## config.mk

```make
export PLATFORM = sky130hd
export DESIGN_NAME = arb_mux_flat
export DESIGN_NICKNAME = d
export VERILOG_FILES = /design/src/rtl/arb_pkg.sv /design/src/rtl/arb_mux_if.sv /design/src/rtl/arb_mux_rr_grant.sv /design/src/rtl/arb_mux.sv /design/src/flat_wrapper.sv
export SDC_FILE = /design/constraint.sdc
export NUM_CORES = 1
export LEC_CHECK = 0
export CAP_MARGIN = 5
export CORE_ASPECT_RATIO = 0.7
export CORE_MARGIN = 3
export CORE_UTILIZATION = 37
export DETAILED_ROUTE_END_ITERATION = 12
export GPL_ROUTABILITY_DRIVEN = 0
export PLACE_DENSITY = 0.93
export SYNTH_ARGS = -nofsm -noshare
export SYNTH_HDL_FRONTEND = slang
export SYNTH_HIERARCHICAL = 1
export SYNTH_SLANG_ARGS = --single-unit
```

## constraint.sdc

```tcl
create_clock -name clk -period 3.3 [get_ports clk]
set_input_delay 0.66 -clock clk [delete_from_list [all_inputs] [get_ports clk]]
set_output_delay 0.66 -clock clk [all_outputs]
set_load 0.03 [all_outputs]
```

## src/rtl/arb_pkg.sv

```systemverilog
// ---------------------------------------------------------------------------
// arb_pkg
// Shared constants and helpers for the arbitrating multiplexer (arb_mux)
// and its grant encoder (rr_grant).
//   MODE_FIXED : lowest-index requester always wins
//   MODE_RR    : round-robin starting at the priority pointer
//   idx_w()    : width of a channel index for a given channel count
// ---------------------------------------------------------------------------
package arb_pkg;

  localparam int MODE_FIXED = 0;
  localparam int MODE_RR    = 1;

  function automatic int idx_w(input int ch);
    return $clog2(ch);
  endfunction

endpackage

```

## src/rtl/arb_mux_if.sv

```systemverilog
// ---------------------------------------------------------------------------
// arb_mux_if
// Bundles the CH request channels and the single registered output port of
// arb_mux.
//   in_data   : CH*n  channel i at [i*n +: n]
//   in_valid  : CH    per-channel request
//   in_ready  : CH    per-channel accept (one-hot or zero)
//   out_data  : n     registered winning word
//   out_valid : 1     out_data holds an unconsumed word
//   out_ready : 1     consumer accepts
//   out_sel   : SW    channel that produced out_data
// Modports: slave = arb_mux side, master = producers/consumer side.
// ---------------------------------------------------------------------------
interface arb_mux_if
  import arb_pkg::*;
#(
  parameter int n  = 32,
  parameter int CH = 4
);
  localparam int SW = idx_w(CH);

  logic [CH*n-1:0] in_data;
  logic [CH-1:0]   in_valid;
  logic [CH-1:0]   in_ready;
  logic [n-1:0]    out_data;
  logic            out_valid;
  logic            out_ready;
  logic [SW-1:0]   out_sel;

  modport slave (
    input  in_data, in_valid, out_ready,
    output in_ready, out_data, out_valid, out_sel
  );

  modport master (
    output in_data, in_valid, out_ready,
    input  in_ready, out_data, out_valid, out_sel
  );
endinterface

```

## src/rtl/arb_mux_rr_grant.sv

```systemverilog
// ---------------------------------------------------------------------------
// rr_grant
// Combinational round-robin grant encoder. Finds the first set request at or
// above ptr, wrapping from CH-1 back to 0.
//   req     : CH  request vector
//   ptr     : SW  search start index (tie to 0 for fixed priority)
//   gnt     : CH  one-hot grant, zero when no request
//   gnt_idx : SW  binary index of the granted channel (0 when none)
//   any     : 1   at least one request present
// The wrap is handled by a double-width vector {req, req & mask}: the low
// half holds requests at/above ptr, the high half all requests, so a plain
// lowest-bit search over both halves yields the wrapped winner.
// ---------------------------------------------------------------------------
module rr_grant
  import arb_pkg::*;
#(
  parameter int CH = 4,
  localparam int SW = idx_w(CH)
) (
  input  logic [CH-1:0] req,
  input  logic [SW-1:0] ptr,
  output logic [CH-1:0] gnt,
  output logic [SW-1:0] gnt_idx,
  output logic          any
);

  logic [CH-1:0]   mask;
  logic [2*CH-1:0] dbl;
  logic            found;

  always_comb begin
    // NOTE: every output of a combinational block gets a default first so
    // no path leaves it unassigned, which would infer a latch.
    mask    = '0;
    gnt     = '0;
    gnt_idx = '0;
    found   = 1'b0;
    any     = |req;

    for (int i = 0; i < CH; i++) begin
      mask[i] = (i >= int'(ptr));
    end
    dbl = {req, req & mask};

    for (int i = 0; i < 2*CH; i++) begin
      if (!found && dbl[i]) begin
        found = 1'b1;
        if (i < CH) begin
          gnt[i]  = 1'b1;
          gnt_idx = SW'(i);
        end else begin
          gnt[i-CH] = 1'b1;
          gnt_idx   = SW'(i - CH);
        end
      end
    end
  end

endmodule

```

## src/rtl/arb_mux.sv

```systemverilog
// ---------------------------------------------------------------------------
// arb_mux
// Registered CH-channel arbitrating multiplexer with valid/ready handshake.
// One requesting channel per cycle is granted (fixed priority or
// round-robin) and its word is loaded into a single output register.
//   clk   : rising-edge clock
//   rst_n : asynchronous active-low reset
//   bus   : arb_mux_if.slave (request channels + registered output port)
// Parameters: n (data width), CH (channels), MODE (MODE_FIXED / MODE_RR).
// The output register accepts a new word when it is empty or being drained
// in the same cycle, giving one word per cycle under continuous demand.
// ---------------------------------------------------------------------------
module arb_mux
  import arb_pkg::*;
#(
  parameter int n    = 32,
  parameter int CH   = 4,
  parameter int MODE = MODE_RR,
  localparam int SW  = idx_w(CH)
) (
  input  logic        clk,
  input  logic        rst_n,
  arb_mux_if.slave    bus
);

  logic [n-1:0]  out_data_q,  out_data_d;
  logic          out_valid_q, out_valid_d;
  logic [SW-1:0] out_sel_q,   out_sel_d;
  logic [SW-1:0] ptr_q,       ptr_d;

  logic [CH-1:0] gnt;
  logic [SW-1:0] gnt_idx;
  logic          any;
  logic          free;
  logic          xfer;
  logic [SW-1:0] search_ptr;

  // Fixed priority is round-robin with the search always starting at 0.
  assign search_ptr = (MODE == MODE_RR) ? ptr_q : '0;

  rr_grant #(.CH(CH)) u_grant (
    .req     (bus.in_valid),
    .ptr     (search_ptr),
    .gnt     (gnt),
    .gnt_idx (gnt_idx),
    .any     (any)
  );

  assign free = !out_valid_q || bus.out_ready;
  assign xfer = any && free;

  // Reset clears out_valid_q, which would make the register look free;
  // gating with rst_n keeps every channel un-accepted while in reset.
  assign bus.in_ready = (rst_n && free) ? gnt : '0;

  always_comb begin
    out_data_d  = out_data_q;
    out_sel_d   = out_sel_q;
    out_valid_d = out_valid_q;
    ptr_d       = ptr_q;

    if (xfer) begin
      out_data_d  = bus.in_data[int'(gnt_idx)*n +: n];
      out_sel_d   = gnt_idx;
      out_valid_d = 1'b1;
      if (MODE == MODE_RR) begin
        ptr_d = (gnt_idx == SW'(CH-1)) ? '0 : gnt_idx + 1'b1;
      end
    end else if (out_valid_q && bus.out_ready) begin
      out_valid_d = 1'b0;
    end
  end

  // NOTE: flops are written with non-blocking assignments so every register
  // samples its pre-edge inputs regardless of statement order.
  always_ff @(posedge clk or negedge rst_n) begin
    if (!rst_n) begin
      out_data_q  <= '0;
      out_sel_q   <= '0;
      out_valid_q <= 1'b0;
      ptr_q       <= '0;
    end else begin
      out_data_q  <= out_data_d;
      out_sel_q   <= out_sel_d;
      out_valid_q <= out_valid_d;
      ptr_q       <= ptr_d;
    end
  end

  assign bus.out_data  = out_data_q;
  assign bus.out_valid = out_valid_q;
  assign bus.out_sel   = out_sel_q;

endmodule

```

## src/flat_wrapper.sv

```systemverilog
// flat-port wrapper written by rule: the top's interface ports become plain ports
module arb_mux_flat import arb_pkg::*;
#(
  parameter int n    = 32,
  parameter int CH   = 4,
  parameter int MODE = MODE_RR,
  localparam int SW  = idx_w(CH)
)
  (clk, rst_n, bus_in_data, bus_in_valid, bus_out_ready, bus_in_ready, bus_out_data, bus_out_valid, bus_out_sel);
  arb_mux_if #(.n(n), .CH(CH)) bus_i ();
  input  logic clk;
  input  logic rst_n;
  input wire logic [$bits(bus_i.in_data)-1:0] bus_in_data;
  input wire logic [$bits(bus_i.in_valid)-1:0] bus_in_valid;
  input wire logic [$bits(bus_i.out_ready)-1:0] bus_out_ready;
  output wire logic [$bits(bus_i.in_ready)-1:0] bus_in_ready;
  output wire logic [$bits(bus_i.out_data)-1:0] bus_out_data;
  output wire logic [$bits(bus_i.out_valid)-1:0] bus_out_valid;
  output wire logic [$bits(bus_i.out_sel)-1:0] bus_out_sel;
  assign bus_i.in_data = bus_in_data;
  assign bus_i.in_valid = bus_in_valid;
  assign bus_i.out_ready = bus_out_ready;
  assign bus_in_ready = bus_i.in_ready;
  assign bus_out_data = bus_i.out_data;
  assign bus_out_valid = bus_i.out_valid;
  assign bus_out_sel = bus_i.out_sel;
  arb_mux #(.n(n), .CH(CH), .MODE(MODE)) u_core (.clk(clk), .rst_n(rst_n), .bus(bus_i));
endmodule
```

Word level (Yosys, flattened, before mapping)
Cells that the tools add are included.
{"block": "word_totals", "output_inout_bits": 39, "ramBits": 0, "mem_count": 0, "regBits": 37, "latchBits": 0, "rom_bits": 0}
{"block": "classes", "n_mux": 25, "div_mod_pow": 0, "addsub": 1, "shifts": 1, "reduce_logical": 21, "order_cmp": 3, "n_mul": 0, "n_bitwise": 1, "eq_ne": 1}
{"op": "128-bit by 8-bit variable part select with 32-bit output", "count": 1}
{"op": "1-bit 2-to-1 mux", "count": 17}
{"op": "2-bit 2-to-1 mux", "count": 7}
{"op": "1-bit logical AND", "count": 10}
{"op": "1-bit logical NOT", "count": 8}
{"op": "4-bit AND", "count": 1}
{"op": "1-bit by 2-bit >= comparator with 1-bit output, first input constant", "count": 2}
{"op": "4-bit 2-to-1 mux", "count": 1}
{"op": "4-bit OR reduction", "count": 1}
{"op": "2-bit by 1-bit adder with 2-bit output, second input constant", "count": 1}
{"op": "2-bit equality test, second input constant", "count": 1}
{"op": "2-bit >= comparator, first input constant", "count": 1}
{"op": "2-bit nonzero test", "count": 1}
{"op": "1-bit logical OR", "count": 1}

Depth between registers and ports, before layout
{"block": "logic_depth", "ltp_word": 26, "mapped_depth": 8, "mapped_depth_nobuf": 6}

Modules after synthesis
Netlist, hierarchy kept.
{"module": "arb_mux", "cells_each": 125, "seq_area_each_um2": 925.9, "area_per_inst_um2": 2190.9, "instances": 1}
{"module": "rr_grant", "cells_each": 29, "seq_area_each_um2": 0.0, "area_per_inst_um2": 176.4, "instances": 1}

Least setup slack after synthesis
OpenSTA, ideal clock, no wires.
{"block": "synth_path", "kind": "input -> register", "startpoint": "in bus_in_valid[2]", "endpoint": "reg u_core.out_data_q[0], in the netlist u_core/bus.out_data[0]", "setup_ns": 0.125, "t_arrival_ns": 2.222, "stages": 7, "setup_slack_ns": 0.953, "cell_sequence": "nor2b_2 > nor3_1 > o22a_1 > buf_6 > buf_6 > mux4_2 > mux2_2"}
{"block": "synth_via", "elab_chain_cells": 19}
{"element": "from (decl)", "line": "flat_wrapper.sv:14", "rtl": "input wire logic [$bits(bus_i.in_valid)-1:0] bus_in_valid;"}
{"element": "4-bit AND", "line": "arb_mux_rr_grant.sv:43", "rtl": "dbl = {req, req & mask};"}
{"element": "1-bit logical AND", "line": "arb_mux_rr_grant.sv:46", "rtl": "if (!found && dbl[i]) begin"}
{"element": "1-bit 2-to-1 mux", "line": "arb_mux_rr_grant.sv:46"}
{"element": "1-bit logical NOT", "line": "arb_mux_rr_grant.sv:46"}
{"element": "1-bit logical AND", "line": "arb_mux_rr_grant.sv:46"}
{"element": "1-bit 2-to-1 mux", "line": "arb_mux_rr_grant.sv:46"}
{"element": "1-bit logical NOT", "line": "arb_mux_rr_grant.sv:46"}
{"element": "1-bit logical AND", "line": "arb_mux_rr_grant.sv:46"}
{"element": "[... 4 more ...]"}
{"element": "1-bit logical NOT", "line": "arb_mux_rr_grant.sv:46"}
{"element": "1-bit logical AND", "line": "arb_mux_rr_grant.sv:46"}
{"element": "1-bit 2-to-1 mux", "line": "arb_mux_rr_grant.sv:46"}
{"element": "1-bit logical NOT", "line": "arb_mux_rr_grant.sv:46"}
{"element": "1-bit logical AND", "line": "arb_mux_rr_grant.sv:46"}
{"element": "2-bit 2-to-1 mux (*)", "line": "arb_mux_rr_grant.sv:46"}
{"element": "via u_core.gnt_idx[0]", "line": "arb_mux.sv:32", "rtl": "logic [SW-1:0] gnt_idx;"}
{"element": "128-bit by 8-bit variable part select with 32-bit output (*)", "line": "arb_mux.sv:63", "rtl": "out_data_d = bus.in_data[int'(gnt_idx)*n +: n];"}
{"element": "to (signal assigned)", "line": "arb_mux.sv:83", "rtl": "out_data_q <= out_data_d;"}
{"element": "to (decl)", "line": "arb_mux.sv:26", "rtl": "logic [n-1:0] out_data_q, out_data_d;"}
The timed path passes the listed nets; every way through them passes the cells marked *.
A chain may end at the register's enable or synchronous reset.

Final worst setup path
{"block": "layout_path", "startpoint": "in bus_in_valid[2]", "endpoint": "out bus_in_ready[0]"}
{"block": "layout_via", "elab_chain_cells": 10}
{"element": "4-bit AND (*)", "line": "arb_mux_rr_grant.sv:43"}
{"element": "1-bit logical AND (*)", "line": "arb_mux_rr_grant.sv:46"}
{"element": "1-bit 2-to-1 mux (*)", "line": "arb_mux_rr_grant.sv:46"}
{"element": "1-bit logical NOT", "line": "arb_mux_rr_grant.sv:46"}
{"element": "1-bit logical AND", "line": "arb_mux_rr_grant.sv:46"}
{"element": "1-bit 2-to-1 mux (*)", "line": "arb_mux_rr_grant.sv:46"}
{"element": "1-bit logical NOT (*)", "line": "arb_mux_rr_grant.sv:46"}
{"element": "1-bit logical AND (*)", "line": "arb_mux_rr_grant.sv:46"}
{"element": "1-bit 2-to-1 mux (*)", "line": "arb_mux_rr_grant.sv:46"}
{"element": "via u_core.gnt[0]", "line": "arb_mux.sv:31", "rtl": "logic [CH-1:0] gnt;"}
{"element": "4-bit 2-to-1 mux (*)", "line": "arb_mux.sv:54", "rtl": "assign bus.in_ready = (rst_n && free) ? gnt : '0;"}
{"element": "to (decl)", "line": "flat_wrapper.sv:16", "rtl": "output wire logic [$bits(bus_i.in_ready)-1:0] bus_in_ready;"}
Marked as above.

==> impl_metrics.prom <==
# TYPE chip_impl_metric gauge
chip_impl_metric{name="postLayoutCoreUtil",unit="%"} 71.50
chip_impl_metric{name="cts.htree.levels",unit=""} 2
chip_impl_metric{name="switching_share_of_power",unit="%"} 38.80
chip_impl_metric{name="globalRouteTotalUtil",unit="%"} 18.96
chip_impl_metric{name="ys_warn_count",unit=""} 6
chip_impl_metric{name="slew_headroom",unit="%"} 69.67
chip_impl_metric{name="via_count",unit=""} 2102
chip_impl_metric{name="detailedPlacementHpwl",unit="µm"} 5880
chip_impl_metric{name="grt_pass1_wl",unit="µm"} 10780
chip_impl_metric{name="cp_slowest_stage_delay",unit="ns"} 0.59
chip_impl_metric{name="synth_async_sr_flop_share",unit="%"} 100.0
chip_impl_metric{name="chipHeight",unit="µm"} 72.92
chip_impl_info{name="root_buffer",value="sky130_fd_sc_hd__clkbuf_8"} 1
chip_impl_metric{name="synth.ff_latch_count",unit=""} 37
chip_impl_metric{name="yosysSeqAreaShare",unit="%"} 39.11
chip_impl_info{name="worst_hold_path_type",value="in2async"} 1
chip_impl_metric{name="detailroute.wirelength.met2",unit="µm"} 3925
chip_impl_metric{name="syn_inst",unit=""} 154
chip_impl_metric{name="filler_cell_count",unit=""} 420
chip_impl_metric{name="io_pins",unit=""} 174
chip_impl_metric{name="clkTransAtPathRegs",unit="ns"} 0.07
chip_impl_metric{name="setup_violations",unit=""} 0
chip_impl_metric{name="grt_max_degree",unit=""} 38
chip_impl_info{name="unrepaired_setup_endpoints_after_global_routing",value="no"} 1
chip_impl_metric{name="first_global_vias",unit=""} 2317
chip_impl_metric{name="gr-total-overflow",unit=""} 0
chip_impl_metric{name="setup_tns",unit="ns"} 0
chip_impl_metric{name="cts.path.max_buffers",unit=""} 2
chip_impl_metric{name="post_drt_wl_per_cell",unit="µm"} 17.28
chip_impl_metric{name="critPathBufInv",unit=""} 2
chip_impl_metric{name="clock-sinks",unit=""} 37
chip_impl_metric{name="worstPathArrival",unit="ns"} 2.54
chip_impl_info{name="highest-signal-layer",value="met4"} 1
chip_impl_metric{name="syn_avg_cell_area",unit="µm²"} 15.37
chip_impl_metric{name="power_frac_seq",unit="%"} 26.0
chip_impl_metric{name="viasPerCell",unit=""} 5.203
chip_impl_metric{name="hold_violations_final",unit=""} 0
chip_impl_metric{name="internal-power",unit="mW"} 1.913
chip_impl_metric{name="holdWs",unit="ns"} 0.4657
chip_impl_info{name="final_cell_mix",value="172 x sky130_fd_sc_hd__clkdlybuf4s50_1, 37 x sky130_fd_sc_hd__dfrtp_1, 36 x sky130_fd_sc_hd__mux2_2, 31 x sky130_fd_sc_hd__mux4_2"} 1
chip_impl_metric{name="sequential_cell_area",unit="µm²"} 925.9
chip_impl_metric{name="tightestPinTransition",unit="ns"} 0.4549
chip_impl_metric{name="drt_iter0_markers",unit=""} 46
chip_impl_metric{name="fin_crit",unit="ns"} 3.203
chip_impl_info{name="flip_flop_cell_with_the_highest_count_after_synthesis",value="sky130_fd_sc_hd__dfrtp_1"} 1
chip_impl_metric{name="multiInputGateArea",unit="µm²"} 1354
chip_impl_metric{name="fp-row-count",unit=""} 23
chip_impl_metric{name="cts_inserted_buffers",unit=""} 5
chip_impl_info{name="critical-path-slowest-cell",value="sky130_fd_sc_hd__clkdlybuf4s50_1"} 1
chip_impl_metric{name="fin_nets",unit=""} 465
chip_impl_info{name="mostFrequentLayoutCell",value="sky130_fd_sc_hd__clkdlybuf4s50_1"} 1
chip_impl_metric{name="critical_path_required",unit="ns"} 2.64
chip_impl_metric{name="ys_types",unit=""} 24
chip_impl_metric{name="cts-hold-fix-buffers",unit=""} 0
chip_impl_info{name="type_of_the_worst_setup_path",value="in2out"} 1
chip_impl_metric{name="die_width",unit="µm"} 101.6
chip_impl_metric{name="max_cap_viol_count",unit=""} 0
chip_impl_metric{name="fmax",unit="MHz"} 312.2
chip_impl_metric{name="io_buffers",unit=""} 173
chip_impl_metric{name="power_switching",unit="mW"} 1.213
chip_impl_metric{name="cp_max_fo",unit=""} 5
chip_impl_metric{name="area_growth",unit="%"} 79.92
chip_impl_metric{name="route.detailed.drc",unit=""} 0
chip_impl_info{name="critical_path.top_delay_family",value="buffers and inverters"} 1
chip_impl_metric{name="antenna_cells",unit=""} 0
chip_impl_metric{name="power.share.clock",unit="%"} 9.9
chip_impl_metric{name="syn_nets",unit=""} 290
chip_impl_metric{name="netlist_area",unit="µm²"} 2367
chip_impl_metric{name="finClkSkew",unit="ns"} 0.003732
chip_impl_metric{name="synth-edff-count",unit=""} 0
chip_impl_metric{name="detail-route-antenna-nets",unit=""} 0
chip_impl_metric{name="power.ir.vdd_worst",unit="mV"} 0.2751
chip_impl_info{name="outcome",value="complete, no violations"} 1
chip_impl_metric{name="leakage",unit="nW"} 1.642
chip_impl_info{name="worst_setup_path_end_kind",value="output port"} 1
chip_impl_metric{name="drt_pass1_iterations",unit=""} 4
chip_impl_metric{name="full_die_area",unit="µm²"} 7409
chip_impl_info{name="cp-start-kind",value="primary input"} 1
chip_impl_metric{name="final_min_period_over_clock_period",unit="%"} 97.07
chip_impl_metric{name="wl_met3",unit="µm"} 767
chip_impl_metric{name="power_per_cell_area",unit="nW/µm²"} 733.8
chip_impl_info{name="critPathMostFrequentCell",value="sky130_fd_sc_hd__clkdlybuf4s50_1"} 1
chip_impl_metric{name="design.core.area",unit="µm²"} 5957
chip_impl_metric{name="number_of_antenna_violations_at_the_first_check_in_global_routing",unit=""} 0
chip_impl_metric{name="insertion_delay",unit="ns"} 0.28
chip_impl_metric{name="cts_repair_resize_count",unit=""} 0
chip_impl_metric{name="starting_density_of_the_core",unit="%"} 39.74
chip_impl_metric{name="cts.repair_timing.setup_buffer_count",unit=""} 0
chip_impl_info{name="clock_tree_from_tritoncts",value="built"} 1
chip_impl_metric{name="drv_slew",unit=""} 0
chip_impl_metric{name="combPwrFrac",unit="%"} 64.1
chip_impl_metric{name="drive_gt1_share",unit="%"} 26.14
chip_impl_metric{name="route.layer.met1.wl",unit="µm"} 2219
chip_impl_info{name="cell_chain_critical_path",value="clkdlybuf4s50_1, nor2b_2, nor2_1, o311a_1, and3_1, clkdlybuf4s50_1"} 1
chip_impl_metric{name="wirelength",unit="µm"} 6981
==> per-layer routing <==
metal	track usage [%]	vias up
met4	5.310	0
met5	0	-
met1	18.15	1020
li1	-	962
met3	7.068	6
met2	37.61	114
==> worst paths after layout <==
path / cells past startpoint / slack, ns / startpoint / to
max in group asynchronous: 2 / 2.51 / rst_n / u_core/bus.out_data[3]$_DFFE_PN0P_
worst max register to register: 6 / 0.97 / u_core/ptr_q[1]$_DFFE_PN0P_ / u_core/bus.out_data[14]$_DFFE_PN0P_
worst min-delay path: 2 / 0.47 / rst_n / u_core/bus.out_valid$_DFFE_PN0P_
min in group clk: 1 / 0.51 / u_core/bus.out_data[1]$_DFFE_PN0P_ / u_core/bus.out_data[1]$_DFFE_PN0P_
worst max-delay path: 6 / 0.1 / bus_in_valid[2] / bus_in_ready[0]
worst min register to register: 1 / 0.51 / u_core/bus.out_data[1]$_DFFE_PN0P_ / u_core/bus.out_data[1]$_DFFE_PN0P_
==> Yosys cell counts, types with 3 or more instances <==
master	n	share of area (%)
sky130_fd_sc_hd__and3_1	5	1.3
sky130_fd_sc_hd__buf_2	6	1.3
sky130_fd_sc_hd__buf_6	4	1.9
sky130_fd_sc_hd__dfrtp_1	37	39
sky130_fd_sc_hd__mux2_2	36	17
sky130_fd_sc_hd__mux4_2	31	29
sky130_fd_sc_hd__nand2b_1	3	0.79
sky130_fd_sc_hd__nor2_1	6	0.95
sky130_fd_sc_hd__nor3_1	3	0.63
sky130_fd_sc_hd__o21ai_0	4	0.85
==> stage by stage <==
step / power [mW] / std cells / setup WS [ns] / area (µm²)
after floorplan: 2.087 / 154 / 0.9528 / 2367
after global placement: 2.792 / 397 / 0.1373 / 4173
after detailed placement: 2.851 / 397 / 0.1095 / 4173
after CTS: 3.168 / 404 / 0.09145 / 4259
after global routing: 3.306 / 404 / 0.03524 / 4259
final: 3.125 / 404 / 0.09656 / 4259
==> cell families after synthesis <==
kind of cell,Yosys count,share of synthesized area [%]
adder cells (fa/ha/maj),1,0.5285
AO/OA/AOI/OAI,11,3.277
buffers and inverters,14,3.806
flip-flops,37,39.11
multiplexers,68,47.73
AND/OR/NAND/NOR,23,5.550
==> flip-flops by register name, indices dropped and copies added (netlist names) <==
register              flops
u_core/bus.out_data      32
u_core/bus.out_valid      1
u_core/ptr_q              2
u_core/bus.out_sel        2
==> power by group through the flow <==
stage          Clock, mW  Sequential, mW  Combinational [mW]
2_1_floorplan          0            1.23               0.858
3_3_place_gp           0           0.806                1.99
3_5_place_dp           0           0.823                2.03
4_1_cts            0.321           0.817                2.03
5_1_grt            0.340           0.850                2.12
6_report           0.309           0.814                2.00
==> cell type report <==
class,count,area share [%]
repair buffers,180,42.07
clock buffers,7,2.027
flip-flops and latches,37,21.74
well taps,75,2.203
inverters,2,0.1763
multi-input cells,103,31.79
Power figures use the tool's default switching activity.
